File: src/rtl/charge_pkg.sv
// Shared constants for the charge session timer: FSM states, paid credit
// codes, unit decode and BCD helper.
package charge_pkg;

  typedef enum logic [1:0] {
    ST_IDLE   = 2'd0,
    ST_LOAD   = 2'd1,
    ST_CHARGE = 2'd2,
    ST_DONE   = 2'd3
  } state_t;

  localparam logic [3:0] CODE_PAID_MIN  = 4'd5;
  localparam logic [3:0] CODE_PAID_MAX  = 4'd8;
  // Code 5 means one unit, so units = code - 4.
  localparam logic [3:0] UNIT_CODE_BASE = 4'd4;

  localparam int MIN_PER_UNIT_DEF = 1;
  localparam int SEC_MODULUS      = 60;
  localparam int MIN_MODULUS      = 100;

  function automatic logic is_paid(input logic [3:0] code);
    return (code >= CODE_PAID_MIN) && (code <= CODE_PAID_MAX);
  endfunction

  function automatic logic [2:0] code_units(input logic [3:0] code);
    logic [3:0] d;
    d = code - UNIT_CODE_BASE;
    return d[2:0];
  endfunction

  function automatic logic [7:0] to_bcd(input logic [6:0] v);
    return {4'(v / 7'd10), 4'(v % 7'd10)};
  endfunction

endpackage

File: src/rtl/bcd_down_counter.sv
// Two-digit BCD down counter with selectable modulus (60 or 100); wraps
// 00 -> MODULUS-1 and flags the wrap on borrow in the same cycle.
module bcd_down_counter #(
  parameter int MODULUS = 60
) (
  input  logic       clk,
  input  logic       reset_n,
  input  logic       load,
  input  logic [7:0] load_val,
  input  logic       en,
  output logic [7:0] value,
  output logic       borrow
);

  localparam int         TOP_INT = MODULUS - 1;
  localparam logic [3:0] TOP_HI  = 4'(TOP_INT / 10);
  localparam logic [3:0] TOP_LO  = 4'(TOP_INT % 10);

  assign borrow = en && (value == 8'h00);

  always_ff @(posedge clk or negedge reset_n) begin
    if (!reset_n) begin
      value <= 8'h00;
    end else if (load) begin
      value <= load_val;
    end else if (en) begin
      if (value[3:0] != 4'd0)
        value <= {value[7:4], value[3:0] - 4'd1};
      else if (value[7:4] != 4'd0)
        value <= {value[7:4] - 4'd1, 4'd9};
      else
        value <= {TOP_HI, TOP_LO};
    end
  end

endmodule

File: src/rtl/charge_timer.sv
// Paid charging session timer: loads units*MIN_PER_UNIT minutes and counts
// mm:ss down on second ticks. Define CHARGE_REFUND_EN to add the refund output.
//
// state     | meaning
// ST_IDLE   | no session, display 00:00, waiting for a paid code
// ST_LOAD   | one cycle, counters loaded with the purchased time
// ST_CHARGE | on=1, counting down on each tick
// ST_DONE   | session over, wait for the code to leave the paid range
module charge_timer
  import charge_pkg::*;
#(
  parameter int MIN_PER_UNIT = MIN_PER_UNIT_DEF
) (
  input  logic       clk,
  input  logic       reset_n,
  input  logic       tick,
  input  logic [3:0] credit_code,
  input  logic       stop,
  output logic       on,
  output logic       done,
  output logic [7:0] min_bcd,
  output logic [7:0] sec_bcd
`ifdef CHARGE_REFUND_EN
  ,
  output logic [2:0] refund
`endif
);

  state_t     state;
  logic [2:0] units;
  logic       paid;
  logic       dec;
  logic       expire;
  logic       cnt_load;
  logic [7:0] min_load_val;
  logic       sec_borrow;
  logic       min_borrow;

  assign paid = is_paid(credit_code);
  assign dec  = (state == ST_CHARGE) && tick && !stop;
  // min_borrow only fires on a tick at 00:00, which cannot happen; treat it as expiry anyway.
  assign expire = dec && (((min_bcd == 8'h00) && (sec_bcd == 8'h01)) || min_borrow);
  assign cnt_load = (state == ST_LOAD) || ((state == ST_DONE) && !paid);
  assign min_load_val = (state == ST_LOAD) ? to_bcd(7'(units) * 7'(MIN_PER_UNIT)) : 8'h00;

  bcd_down_counter #(.MODULUS(SEC_MODULUS)) u_sec (
    .clk      (clk),
    .reset_n  (reset_n),
    .load     (cnt_load),
    .load_val (8'h00),
    .en       (dec),
    .value    (sec_bcd),
    .borrow   (sec_borrow)
  );

  bcd_down_counter #(.MODULUS(MIN_MODULUS)) u_min (
    .clk      (clk),
    .reset_n  (reset_n),
    .load     (cnt_load),
    .load_val (min_load_val),
    .en       (sec_borrow),
    .value    (min_bcd),
    .borrow   (min_borrow)
  );

  always_ff @(posedge clk or negedge reset_n) begin
    if (!reset_n) begin
      state <= ST_IDLE;
      units <= 3'd0;
      on    <= 1'b0;
      done  <= 1'b0;
    end else begin
      done <= 1'b0;
      case (state)
        ST_IDLE: begin
          if (paid) begin
            units <= code_units(credit_code);
            state <= ST_LOAD;
          end
        end
        ST_LOAD: begin
          on    <= 1'b1;
          state <= ST_CHARGE;
        end
        ST_CHARGE: begin
          if (stop || expire) begin
            on    <= 1'b0;
            done  <= 1'b1;
            state <= ST_DONE;
          end
        end
        ST_DONE: begin
          if (!paid)
            state <= ST_IDLE;
        end
        default: state <= ST_IDLE;
      endcase
    end
  end

`ifdef CHARGE_REFUND_EN
  localparam logic [10:0] UNIT_SECS = 11'(MIN_PER_UNIT * 60);

  logic [2:0]  units_left;
  logic [10:0] unit_sec;

  // unit_sec tracks seconds left in the current unit; units_left counts the
  // current unit plus those not yet started.
  always_ff @(posedge clk or negedge reset_n) begin
    if (!reset_n) begin
      units_left <= 3'd0;
      unit_sec   <= 11'd0;
      refund     <= 3'd0;
    end else begin
      case (state)
        ST_LOAD: begin
          units_left <= units;
          unit_sec   <= UNIT_SECS;
        end
        ST_CHARGE: begin
          if (stop) begin
            refund <= units_left - 3'd1;
          end else if (dec) begin
            if (expire)
              refund <= 3'd0;
            if (unit_sec == 11'd1) begin
              unit_sec   <= UNIT_SECS;
              units_left <= units_left - 3'd1;
            end else begin
              unit_sec <= unit_sec - 11'd1;
            end
          end
        end
        ST_DONE: begin
          if (!paid)
            refund <= 3'd0;
        end
        default: ;
      endcase
    end
  end
`endif

endmodule

File: config.mk
export PLATFORM = sky130hd
export DESIGN_NAME = charge_timer
export DESIGN_NICKNAME = d
export VERILOG_FILES = /design/src/rtl/charge_pkg.sv /design/src/rtl/bcd_down_counter.sv /design/src/rtl/charge_timer.sv
export SDC_FILE = /design/constraint.sdc
export NUM_CORES = 1
export LEC_CHECK = 0
export ABC_AREA = 0
export ABC_CLOCK_PERIOD_IN_PS = 2800
export BUFFER_PORTS_ARGS = -buffer_cell sky130_fd_sc_hd__buf_4
export CAP_MARGIN = 30
export CORE_ASPECT_RATIO = 1.4
export CORE_MARGIN = 3
export CORE_UTILIZATION = 54
export CTS_CLUSTER_SIZE = 24
export DETAILED_ROUTE_END_ITERATION = 10
export GPL_TIMING_DRIVEN = 0
export PLACE_DENSITY = 0.78
export SLEW_MARGIN = 5
export SYNTH_ARGS = -nofsm -noshare
export SYNTH_HDL_FRONTEND = slang
export SYNTH_SLANG_ARGS = --single-unit
File: constraint.sdc
create_clock -name clk -period 2.8 [get_ports clk]
set_input_delay 0.42 -clock clk [delete_from_list [all_inputs] [get_ports clk]]
set_output_delay 0.42 -clock clk [all_outputs]
set_load 0.02 [all_outputs]
==> flow_summary.yaml <==
worst_setup_path:
  setup.worst_path.class: "reg2reg"
  end_kind: "register"
  max_stage_delay_ps: 460
  cp_max_fo: 7
  crit_chain: "inv_1 -> ha_1 -> nand3b_1 -> nor4_4 -> a41oi_1 -> a21oi_1 -> mux2i_1"
  required_ps: 3040
  reg2reg_depth: 7
  worstPathArrival_ps: 2560
  crit_path_start_kind: "register"
  crit_slowest_cell: "nor4_4"
synthesis:
  async_reset_ff_share_pct: 100
  ys_types: 35
  netlist_area_um2: 1350
  synth-main-ff-cell: "dfrtp_1"
  ys_seq_area_share_pct: 42.6
  synth_seq_cells: 23
  synth_top_area_cell: "dfrtp_1"
  syn_avg_cell_area_um2: 9.13
  syn-num-nets: 165
  synth_cells: 148
  synth_edf_count: 0
  yosysTopAreaCellShare_pct: 42.6
  synth_warnings: 0
  yosys-top-cells-area: "dfrtp_1 43%, ha_1 8.3%, a21oi_1 5.9%"
cts:
  cts_tree: "done"
  cts_setup_buffers: 0
  holdBufCountCts: 1
  cts-root-buf: "clkbuf_4"
  h-tree-depth: 1
  numClockSinks: 23
  cts_buffer_depth: 2
  post_cts_resized: 0
  clk_latency_ps: 310
  numCtsBuffers: 3
  path_clk_slew_ps: 120
final_layout:
  fillCellCount: 180
  design_area_um2: 1620
  final-instance-count-excl-fill: 211
  drive_gt1_share_pct: 17.4
  syn_to_final_growth_pct: 19.6
  n_antenna_cell: 0
  finalNetCount: 196
  multi_input_area_um2: 731
  seq_area_um2: 576
placement:
  place_ws_ps: 489
  dpl-instance-area_um2: 1580
  placed_cells: 206
  dp.final_hpwl_mm: 2.17
  port_buffers: 25
  gp_congestion: 0.793
sta:
  whs_ps: 413
  fin_skew_ps: 8.50
  worst_slack_ps: 479
  rsz0062_at_grt: "no"
  fmax_mhz: 431
  hold_viol: 0
  period_share_pct: 82.9
  fin_tns_setup_ps: 0
  slew_headroom_pct: 69.3
  drv_slew: 0
  period_minus_slack_ps: 2320
  worstMarginPinSlew_ps: 460
  setup_viol: 0
route:
  postRouteAntennaNets: 0
  via_per_inst: 5.75
  vias: 1214
  drt-total-wl_mm: 2.76
  wl_per_cell_um: 13.1
  drc: 0
  drt_iter0_drc: 52
  dr.pass1.iters: 5
floorplanning:
  core_um2: 2280
  dieArea_um2: 3150
  io_pins: 26
  row_count: 20
  die_height_um: 65.2
  start_util_pct: 59.3
  die_w_um: 48.3
grt:
  grt_pass1_vias: 1239
  grt_pass1_wl_mm: 5.06
  grt_max_degree: 24
  antenna_found_initial: 0
  track_usage_pct: 21.2
  grt.overflow.total: 0
flow_run:
  drv_cap: 0
hold_path:
  min_path_cells: 3
  hold_path_class: "in2reg"
pwr:
  powerDensity_nw_per_um2: 983
  irDropWorstVdd_v: 0.000595
  p_leak_nw: 0.711
run_status:
  status: "complete, no violations"
[registers in the layout (all words and copies together), names as in the netlist]
| signal | cells |
|---|---|
| state | 2 |
| done | 1 |
| units | 3 |
| u_min.value | 8 |
| u_sec.value | 8 |
| on | 1 |
[Yosys cell counts (all sizes together), types with 2 or more instances]
master,count
inv,9
dfrtp,23
clkbuf,3
ha,9
nor2,13
or4,2
xor2,2
o21ai,11
a21oi,16
a211oi,2
nor3b,5
nand3b,2
nand3,5
o41ai,2
nor2b,3
nand2,12
mux2i,2
or3,3
nor3,9
[worst paths after layout]
| check | startpoint | endpoint | slack [ps] |
|---|---|---|---|
| hold reg to reg | on | on | 520 |
| setup reg to reg | state[0] | state[1] | 480 |
| min in group asynchronous | reset_n | u_sec.value[7] | 520 |
| setup / recovery | state[0] | state[1] | 480 |
| max in group asynchronous | reset_n | state[1] | 2050 |
| hold / removal | stop | done | 410 |
[routing by layer]
layer | part of all wire (%) | global-route usage (%) | vias up
li1 | - | - | 594
met5 | 0 | 0 | -
met3 | 4.0 | 3.01 | 5
met4 | 1.3 | 6.73 | 0
met2 | 56 | 38.1 | 30
met1 | 39 | 23.9 | 585
[placed cells by master, fill, tap and decap left out, types with 3 or more instances in the layout]
cell and n:
nor3_1 9, nor2b_1 3, clkbuf_4 3, ha_1 9, clkbuf_1 4, dfrtp_1 23
a21oi_1 16, o21ai_0 11, nor2_1 13, nand3_1 4, nand2_1 12, inv_1 9
nor3b_1 5, or3_1 3, buf_4 25
[through the flow]
step | power, mW | utilization, %
3_5_place_dp | 1.45 | 69.4
4_1_cts | 1.60 | 71.0
6_report | 1.59 | 71.0
5_1_grt | 1.75 | 71.0
2_1_floorplan | 1.16 | -
3_3_place_gp | 1.42 | 69.4
[cells by family (layout without fill, tap and decap cells)]
logic type               count (synthesis)  in the layout  share of synthesized area, %
XOR/XNOR                                 2              2                          1.30
multiplexers                             2              2                          1.48
AND/OR/NAND/NOR                         61             61                          25.5
AO/OA/AOI/OAI                           39             39                          17.5
adder cells (fa/ha/maj)                  9              9                          8.33
buffers and inverters                   12             42                          3.33
flip-flops                              23             23                          42.6
[critical path, delay by kind of cell (launching register included)]
family | cells | cell delay, ps
and+or+nand+nor | 2 | 700
AOI/OAI and AO/OA | 2 | 560
DFF | 1 | 430
adders and majority gates | 1 | 260
muxes | 1 | 200
buffers and inverters | 1 | 100
[layout make-up]
type / count / area share, %
Clock buffer: 4 / 1.63
Buffer: 3 / 0.697
Timing Repair Buffer: 26 / 12.2
Multi-Input combinational cell: 113 / 45.2
Sequential cell: 23 / 35.6
Inverter: 9 / 2.09
Tap cell: 33 / 2.55
[power breakdown]
group / total (mW) / switching, mW / leakage, nW / internal, mW
clock: 0.154 / 0.0982 / 0.0150 / 0.0556
sequential: 0.550 / 0.113 / 0.303 / 0.437
combinational: 0.885 / 0.529 / 0.393 / 0.356
Power figures use the tool's default switching activity.
